## src/rtl/core_run_pkg.sv

```systemverilog
//------------------------------------------------------------------------------
// Module   : core_run_pkg
// Brief    : Shared state encoding and width limits for the core run control
// Revision : 1.0 - initial release
//------------------------------------------------------------------------------
`default_nettype none

package core_run_pkg;

  // Supported range for the number of core channels
  localparam int MIN_CORES  = 1;
  localparam int MAX_CORES  = 8;

  // Supported range for the single-step retire counter width
  localparam int MIN_STEP_W = 1;
  localparam int MAX_STEP_W = 32;

  // Per-channel run state; the encoding is visible to debug tooling, so keep it fixed
  typedef enum logic [1:0] {
    ST_IDLE   = 2'd0,
    ST_RUN    = 2'd1,
    ST_DRAIN  = 2'd2,
    ST_HALTED = 2'd3
  } run_state_e;

endpackage : core_run_pkg

`default_nettype wire

```

## src/rtl/core_run_ctrl_if.sv

```systemverilog
//------------------------------------------------------------------------------
// Module   : core_run_ctrl_if
// Brief    : Control/status bundle between a sequencer and core_run_ctrl
// Revision : 1.0 - initial release
//------------------------------------------------------------------------------
`default_nettype none

interface core_run_ctrl_if #(
  parameter int N_CORES = 2,
  parameter int STEP_W  = 8
);

  logic [N_CORES-1:0] start;
  logic [N_CORES-1:0] halt_req;
  logic [N_CORES-1:0] resume;
  logic               step_mode;
  logic [STEP_W-1:0]  step_cnt;
  logic [N_CORES-1:0] retire;
  logic [N_CORES-1:0] pipe_empty;
  logic [N_CORES-1:0] active;
  logic [N_CORES-1:0] halted;
  logic               any_active;

  // Sequencer side: issues commands, observes channel status
  modport master (
    output start, halt_req, resume, step_mode, step_cnt, retire, pipe_empty,
    input  active, halted, any_active
  );

  // Controller side
  modport slave (
    input  start, halt_req, resume, step_mode, step_cnt, retire, pipe_empty,
    output active, halted, any_active
  );

endinterface : core_run_ctrl_if

`default_nettype wire

```

## src/rtl/core_run_ch.sv

```systemverilog
//------------------------------------------------------------------------------
// Module   : core_run_ch
// Brief    : Single core channel run/drain/halt FSM with single-step counter
// Revision : 1.0 - initial release
//------------------------------------------------------------------------------
`default_nettype none

module core_run_ch
  import core_run_pkg::*;
#(
  parameter int STEP_W = 8
) (
  input  wire logic              clk,
  input  wire logic              rstn,
  input  wire logic              start,
  input  wire logic              halt_req,
  input  wire logic              resume,
  input  wire logic              step_mode,
  input  wire logic [STEP_W-1:0] step_cnt,
  input  wire logic              retire,
  input  wire logic              pipe_empty,
  output logic                   active,
  output logic                   halted
);

  run_state_e        r_state;
  logic [STEP_W-1:0] r_cnt;
  logic              r_armed;
  logic              r_active;
  logic              r_halted;

  // Channel FSM, step counter and registered Moore outputs.
  // r_active/r_halted are loaded with the decode of the state being entered,
  // so they always match r_state exactly.
  always_ff @(posedge clk or negedge rstn) begin
    if (!rstn) begin
      r_state  <= ST_IDLE;
      r_cnt    <= '0;
      r_armed  <= 1'b0;
      r_active <= 1'b0;
      r_halted <= 1'b0;
    end else begin
      unique case (r_state)
        ST_IDLE: begin
          if (start) begin
            // Launch is always free-running; a coincident halt goes straight to drain
            r_armed <= 1'b0;
            if (halt_req) begin
              r_state  <= ST_DRAIN;
              r_active <= 1'b0;
            end else begin
              r_state  <= ST_RUN;
              r_active <= 1'b1;
            end
          end
        end

        ST_RUN: begin
          // Counter only moves while armed, and saturates at zero
          if (r_armed && retire && (r_cnt != '0)) begin
            r_cnt <= r_cnt - 1'b1;
          end
          // The exhausted count is seen one cycle after the last retire
          if (halt_req || (r_armed && (r_cnt == '0))) begin
            r_state  <= ST_DRAIN;
            r_active <= 1'b0;
          end
        end

        ST_DRAIN: begin
          if (pipe_empty) begin
            r_state  <= ST_HALTED;
            r_halted <= 1'b1;
          end
        end

        ST_HALTED: begin
          // A pending halt request blocks the restart entirely
          if (resume && !halt_req) begin
            r_halted <= 1'b0;
            if (step_mode) begin
              r_cnt   <= step_cnt;
              r_armed <= 1'b1;
              // A zero-length step never issues: drain immediately
              if (step_cnt == '0) begin
                r_state <= ST_DRAIN;
              end else begin
                r_state  <= ST_RUN;
                r_active <= 1'b1;
              end
            end else begin
              r_armed  <= 1'b0;
              r_state  <= ST_RUN;
              r_active <= 1'b1;
            end
          end
        end

        default: begin
          r_state  <= ST_IDLE;
          r_active <= 1'b0;
          r_halted <= 1'b0;
        end
      endcase
    end
  end

  assign active = r_active;
  assign halted = r_halted;

endmodule : core_run_ch

`default_nettype wire

```

## src/rtl/core_run_ctrl.sv

```systemverilog
//------------------------------------------------------------------------------
// Module   : core_run_ctrl
// Brief    : N independent core run-control channels plus any_active summary
// Revision : 1.0 - initial release
//------------------------------------------------------------------------------
`default_nettype none

module core_run_ctrl
  import core_run_pkg::*;
#(
  parameter int N_CORES = 2,   // MIN_CORES..MAX_CORES
  parameter int STEP_W  = 8    // MIN_STEP_W..MAX_STEP_W
) (
  input  wire logic       clk,
  input  wire logic       rstn,
  core_run_ctrl_if.slave  bus
);

  logic [N_CORES-1:0] w_active;
  logic [N_CORES-1:0] w_halted;

  // One fully independent channel per core
  for (genvar i = 0; i < N_CORES; i++) begin : g_ch
    core_run_ch #(
      .STEP_W (STEP_W)
    ) u_ch (
      .clk        (clk),
      .rstn       (rstn),
      .start      (bus.start[i]),
      .halt_req   (bus.halt_req[i]),
      .resume     (bus.resume[i]),
      .step_mode  (bus.step_mode),
      .step_cnt   (bus.step_cnt),
      .retire     (bus.retire[i]),
      .pipe_empty (bus.pipe_empty[i]),
      .active     (w_active[i]),
      .halted     (w_halted[i])
    );
  end : g_ch

  assign bus.active     = w_active;
  assign bus.halted     = w_halted;
  // Pure OR of the registered per-channel bits, no extra pipeline stage
  assign bus.any_active = |w_active;

endmodule : core_run_ctrl

`default_nettype wire

```

## src/flat_wrapper.sv

```systemverilog
// flat-port wrapper written by rule: the top's interface ports become plain ports
module core_run_ctrl_flat import core_run_pkg::*;
#(
  parameter int N_CORES = 2,                          
  parameter int STEP_W  = 8                             
)
  (clk, rstn, bus_start, bus_halt_req, bus_resume, bus_step_mode, bus_step_cnt, bus_retire, bus_pipe_empty, bus_active, bus_halted, bus_any_active);
  core_run_ctrl_if #(.N_CORES(N_CORES), .STEP_W(STEP_W)) bus_i ();
  input  wire logic clk;
  input  wire logic rstn;
  input wire logic [$bits(bus_i.start)-1:0] bus_start;
  input wire logic [$bits(bus_i.halt_req)-1:0] bus_halt_req;
  input wire logic [$bits(bus_i.resume)-1:0] bus_resume;
  input wire logic [$bits(bus_i.step_mode)-1:0] bus_step_mode;
  input wire logic [$bits(bus_i.step_cnt)-1:0] bus_step_cnt;
  input wire logic [$bits(bus_i.retire)-1:0] bus_retire;
  input wire logic [$bits(bus_i.pipe_empty)-1:0] bus_pipe_empty;
  output wire logic [$bits(bus_i.active)-1:0] bus_active;
  output wire logic [$bits(bus_i.halted)-1:0] bus_halted;
  output wire logic [$bits(bus_i.any_active)-1:0] bus_any_active;
  assign bus_i.start = bus_start;
  assign bus_i.halt_req = bus_halt_req;
  assign bus_i.resume = bus_resume;
  assign bus_i.step_mode = bus_step_mode;
  assign bus_i.step_cnt = bus_step_cnt;
  assign bus_i.retire = bus_retire;
  assign bus_i.pipe_empty = bus_pipe_empty;
  assign bus_active = bus_i.active;
  assign bus_halted = bus_i.halted;
  assign bus_any_active = bus_i.any_active;
  core_run_ctrl #(.N_CORES(N_CORES), .STEP_W(STEP_W)) u_core (.clk(clk), .rstn(rstn), .bus(bus_i));
endmodule
```

## config.mk

```make
export PLATFORM = sky130hd
export DESIGN_NAME = core_run_ctrl_flat
export DESIGN_NICKNAME = d
export VERILOG_FILES = /design/src/rtl/core_run_pkg.sv /design/src/rtl/core_run_ctrl_if.sv /design/src/rtl/core_run_ch.sv /design/src/rtl/core_run_ctrl.sv /design/src/flat_wrapper.sv
export SDC_FILE = /design/constraint.sdc
export NUM_CORES = 1
export LEC_CHECK = 0
export ABC_AREA = 1
export CAP_MARGIN = 30
export CORE_MARGIN = 2
export CORE_UTILIZATION = 38
export DETAILED_ROUTE_END_ITERATION = 12
export HOLD_SLACK_MARGIN = 0.06
export MAX_ROUTING_LAYER = met4
export SYNTH_ARGS = -nofsm -noshare
export SYNTH_HDL_FRONTEND = slang
export SYNTH_SLANG_ARGS = --single-unit
export TNS_END_PERCENT = 20
```

## constraint.sdc

```tcl
create_clock -name clk -period 2.8 [get_ports clk]
set_clock_uncertainty 0.1 [all_clocks]
set_input_delay 0.56 -clock clk [delete_from_list [all_inputs] [get_ports clk]]
set_output_delay 0.56 -clock clk [all_outputs]
set_load 0.1 [all_outputs]
```

Word level (Yosys, flattened, before mapping)

Cells that the tools add are included.

Flip-flop bits (word level): 26
Input port bits: 21
Output and inout port bits: 5
Logic and storage cells: 116

Equal/unequal tests: 20
Reductions and logical operators: 38
Muxes and demuxes: 46
Add/sub/neg operators: 2

Operators with widths:

| operator                                            | number |
|---|---|
| 2-to-1 mux 8 bit                                    | 5 |
| one-hot mux 8 bit (2 select lines)                  | 2 |
| zero test 8 bit                                     | 3 |
| 2-to-1 mux 2 bit                                    | 12 |
| inequality test 2 bit, second input constant        | 12 |
| 2-to-1 mux 1 bit                                    | 19 |
| one-hot mux 2 bit (4 select lines)                  | 2 |
| AND reduction 4 bit                                 | 4 |
| nonzero test 8 bit                                  | 2 |
| subtractor 8 x 1 -> 8 bit, second input constant    | 2 |
| AND reduction 3 bit                                 | 4 |
| nonzero test 2 bit                                  | 6 |
| AND reduction 5 bit                                 | 2 |
| equality test 2 bit, second input constant          | 4 |
| logical AND 1 bit                                   | 8 |
| one-hot mux 1 bit (2 select lines)                  | 4 |
| inequality test 3 bit, second input constant        | 2 |
| one-hot mux 1 bit (3 select lines)                  | 2 |
| nonzero test 3 bit                                  | 2 |
| equality test 2 x 1 -> 1 bit, second input constant | 2 |
| zero test 2 bit                                     | 2 |
| zero test 1 bit                                     | 2 |
| logical OR 1 bit                                    | 2 |
| OR reduction 2 bit                                  | 1 |

Longest topological paths before layout

Depth after elaboration: 5
Mapped depth: 10
Depth with buffers taken out: 10

Modules after synthesis

From an unflattened synthesis, not the netlist that was laid out.

Cells, all modules: 286
Area total of the unflattened synthesis: 1,916.8 µm²

By module, submodules not included:

| module                             | area each (µm²) | cells an instance | sequential area each (µm²) | instances |
|---|---|---|---|---|
| core_run_ch at u_core.g_ch[1].u_ch | 953.4           | 138               | 325.3                      | 1 |
| core_run_ch at u_core.g_ch[0].u_ch | 952.2           | 145               | 325.3                      | 1 |
| core_run_ctrl                      | 11.3            | 3                 | 0.0                        | 1 |

Worst setup path after synthesis

OpenSTA, ideal clock, no wires.

Path type: register -> output
Start: reg u_core.g_ch[0].u_ch.r_active
End: out bus_any_active
Path slack: 1.259 ns
Cell stages (with the launch flop): 2
Buffers on the path: 0
Arrival time: 0.881 ns
Required time: 2.140 ns
Cells stage by stage: dfrtp_1 or2_2

Cells in the longest elaborated chain, start to end: 1

Ends and longest elaborated chain:

| what                     | line                | text |
|---|---|---|
| start: declaration       | core_run_ch.sv:29   | `logic r_active;` |
| start signal: assignment | core_run_ch.sv:40   | `r_active <= 1'b0;` |
| start signal: assignment | core_run_ch.sv:50   | `r_active <= 1'b0;` |
| start signal: assignment | core_run_ch.sv:53   | `r_active <= 1'b1;` |
| OR reduction 2 bit       | core_run_ctrl.sv:44 | `assign bus.any_active = \|w_active;` |
| end: declaration         | flat_wrapper.sv:20  | `output wire logic [$bits(bus_i.any_active)-1:0] bus_any_active;` |

No other way between the ends.

Worst setup path in the final report

Start: in bus_halt_req[1]
End: reg u_core.g_ch[1].u_ch.r_cnt[4]

Cells in the longest elaborated chain, start to end: 4

Ends and longest elaborated chain:

| what                            | line               | text |
|---|---|---|
| start: declaration              | flat_wrapper.sv:12 | `input wire logic [$bits(bus_i.halt_req)-1:0] bus_halt_req;` |
| zero test 1 bit                 | core_run_ch.sv:79  | `if (resume && !halt_req) begin` |
| logical AND 1 bit               | core_run_ch.sv:79  |  |
| inequality test 2 bit (no line) | -                  |  |
| AND reduction 4 bit (no line)   | -                  |  |
| end signal: assignment          | core_run_ch.sv:61  | `r_cnt <= r_cnt - 1'b1;` |
| end signal: assignment          | core_run_ch.sv:82  | `r_cnt <= step_cnt;` |
| end: declaration                | core_run_ch.sv:27  | `logic [STEP_W-1:0] r_cnt;` |

No other way between the ends.
A chain may end at the register's enable or synchronous reset.

==> out/metrics.cfg <==
[outcome]
status = finished, final reports clean

[setup_path]
critPathLaunch = bus_halt_req[1]
timing.rr.start = u_core.g_ch[1].u_ch.r_state[0]
cp_top_family = buffers and inverters
cp-end-kind = flop
cp.required_ns = 2.87
reg2reg_depth = 8
startpoint_type = input port
max_stage_delay_ns = 0.46
crit_buf_inv = 3
cp_num_cells = 9
crit_fanout = 12
cpMaxStageDelayCell = clkdlybuf4s50_1
crit_chain = clkdlybuf4s50_1, inv_1, nand2_1, nor2_1, nand2_1, nand2_1, inv_1, o21ai_0, nand2_1
crit_top_cell = nand2_1
worstSetupPathType = input port to flop
worstPathArrival_ns = 2.08

[min_path]
hp-class = flop to flop
hp-start = u_core.g_ch[1].u_ch.active
whs_path_depth = 2

[global_route]
antenna_found_initial = 0
track_usage_pct = 17.1
overflow = 0
grt_pass1_wl_um = 7130
grt_pass1_vias = 1578
grt_start_max_net_pins = 27

[drt]
drt_iter0_drc = 112
viasPerCell = 4.81
drc = 0
vias = 1754
drtPass1Iterations = 4
wl_per_cell_um = 11.1
drtAntennaViolNets = 0
routed_wl_um = 4070

[layout]
final_common_cell = nand2_1
register_area_um2 = 651
syn_to_final_growth_pct = 16.0
diodes = 0
final_cell_mix = nand2_1, inv_1, nor2_1
nets = 325
multi_input_area_um2 = 1010
fillCellCount = 517
drive_gt1_share_pct = 8.72
final_area_um2 = 2180

[sta]
setup_viol = 0
fin_crit_ns = 2.01
setup_ws_ns = 0.794
holdWs_ns = 0.404
clock.fmax_ghz = 0.498
slew_violations = 0
tightest_slew_ns = 0.368
final_hold_viol_count = 0
rsz0062_at_grt = false
setup_tns_ns = 0
timing.final.crit_share_pct = 71.7
relSlewSlack_pct = 75.4

[clock_network]
post-cts-setup-buffers = 0
cts_root_buffer = clkbuf_8
clockBufferDepth = 2
htreeDepth = 1
cts_resized = 0
cts_tree = done
clock_latency_ns = 0.27
ctsHoldBuffers = 0
cts.sinks = 26
cts-buffers-inserted = 3
cts.clk_slew.worst_paths_ns = 0.09

[die]
die_x_um = 74.3
fp.dieH_um = 74.3
initial_utilization_pct = 39.6
rows = 25
ios = 26
die_area_um2 = 5530
core_um2 = 4750

[synthesis]
synth-main-ff-cell = dfrtp_1
ys_ff_latch = 26
avgSynthCellArea_um2 = 6.79
syn_inst = 277
ys_async_sr_fraction_pct = 100
synth.distinct_cells = 29
yosysSeqAreaShare_pct = 34.6
synth_nets = 302
synth_warnings = 0
synth_edf_count = 0
syn_area_um2 = 1880

[placed_design]
dp_worst_setup_slack_ns = 0.515
dpl_cell_area_um2 = 2140
port-buffer-count = 25
place_congestion = 0.833
hpwl_um = 3060

[power]
power_density_nw_per_um2 = 1110
power_mw = 2.43
peakVddDrop_v = 0.000385
p_leak_nw = 1.07

[flow_run]
drv_cap = 0

==> state kept, by name (all words and copies together) (netlist names) <==
name                      flops
u_core.g_ch.u_ch.halted       2
u_core.g_ch.u_ch.active       2
u_core.g_ch.u_ch.r_state      4
u_core.g_ch.u_ch.r_armed      2
u_core.g_ch.u_ch.r_cnt       16
==> per-layer routing <==
layer / vias up / global-route usage [%] / routed length [um]
met4: 0 / 5.16 / 32
li1: 921 / - / -
met3: 4 / 2.30 / 143
met5: - / - / 0
met2: 35 / 26.0 / 1780
met1: 794 / 23.8 / 2110
==> power by group <==
part	switching, mW	internal [mW]	leakage (nW)	total [mW]
combinational	1.03	0.469	0.727	1.50
sequential	0.156	0.555	0.320	0.711
clock	0.123	0.0967	0.0216	0.220
total	1.31	1.12	1.07	2.43
==> tightest hold or removal path, delay by kind of cell (launching register included) <==
| family | cells | cell delay [ns] |
|---|---|---|
| simple gates | 2 | 0.10 |
| flops | 1 | 0.38 |
==> Yosys cell counts, types with 2 or more instances <==
| cell | instances | area share [%] |
|---|---|---|
| nand3b_1 | 2 | 0.80 |
| nand2_2 | 3 | 1.0 |
| dfrtp_1 | 26 | 35 |
| buf_4 | 4 | 1.6 |
| o22ai_1 | 2 | 0.67 |
| o21ai_0 | 26 | 6.9 |
| o21ai_2 | 3 | 1.4 |
| inv_1 | 38 | 7.6 |
| ha_1 | 4 | 2.7 |
| a21oi_1 | 10 | 2.7 |
| nor2_1 | 29 | 5.8 |
| o21ai_1 | 5 | 1.3 |
| nand2_4 | 2 | 1.2 |
| o211ai_1 | 3 | 1.2 |
| o211ai_4 | 2 | 2.3 |
| nand4_1 | 3 | 1.0 |
| nand2_1 | 83 | 17 |
| nor2_2 | 2 | 0.67 |
| nand3_1 | 18 | 4.8 |
| buf_2 | 3 | 0.80 |
==> final cells by class <==
cell class	instances	area share [%]
repair buffers	27	11.6
flip-flops and latches	26	29.8
well taps	67	3.84
inverters	39	6.71
clock buffers	3	1.89
multi-input cells	203	46.2
==> worst paths after layout <==
path,slack [ns],endpoint
max reg2reg,0.98,u_core.g_ch[1].u_ch.r_cnt[4]
max in group asynchronous,1.77,u_core.g_ch[0].u_ch.active
min reg2reg,0.40,u_core.g_ch[1].u_ch.active
min,0.40,u_core.g_ch[1].u_ch.active
min in group asynchronous,0.55,u_core.g_ch[0].u_ch.r_cnt[5]
max,0.79,u_core.g_ch[1].u_ch.r_cnt[4]
==> cell families after synthesis <==
logic type | synth area share [%]
AOI/OAI and AO/OA | 16.4
xor gates and xnor gates | 0.932
adders and majority gates | 2.66
buffers and inverters | 11.8
DFF | 34.6
and+or+nand+nor | 33.5
==> per-stage QoR <==
step	cells	utilization, %
after floorplan	277	-
after global placement	362	45.0
after detailed placement	362	45.0
after CTS	365	45.9
after global routing	365	45.9
final	365	45.9
No activity file was read; power rests on OpenSTA's default activity.
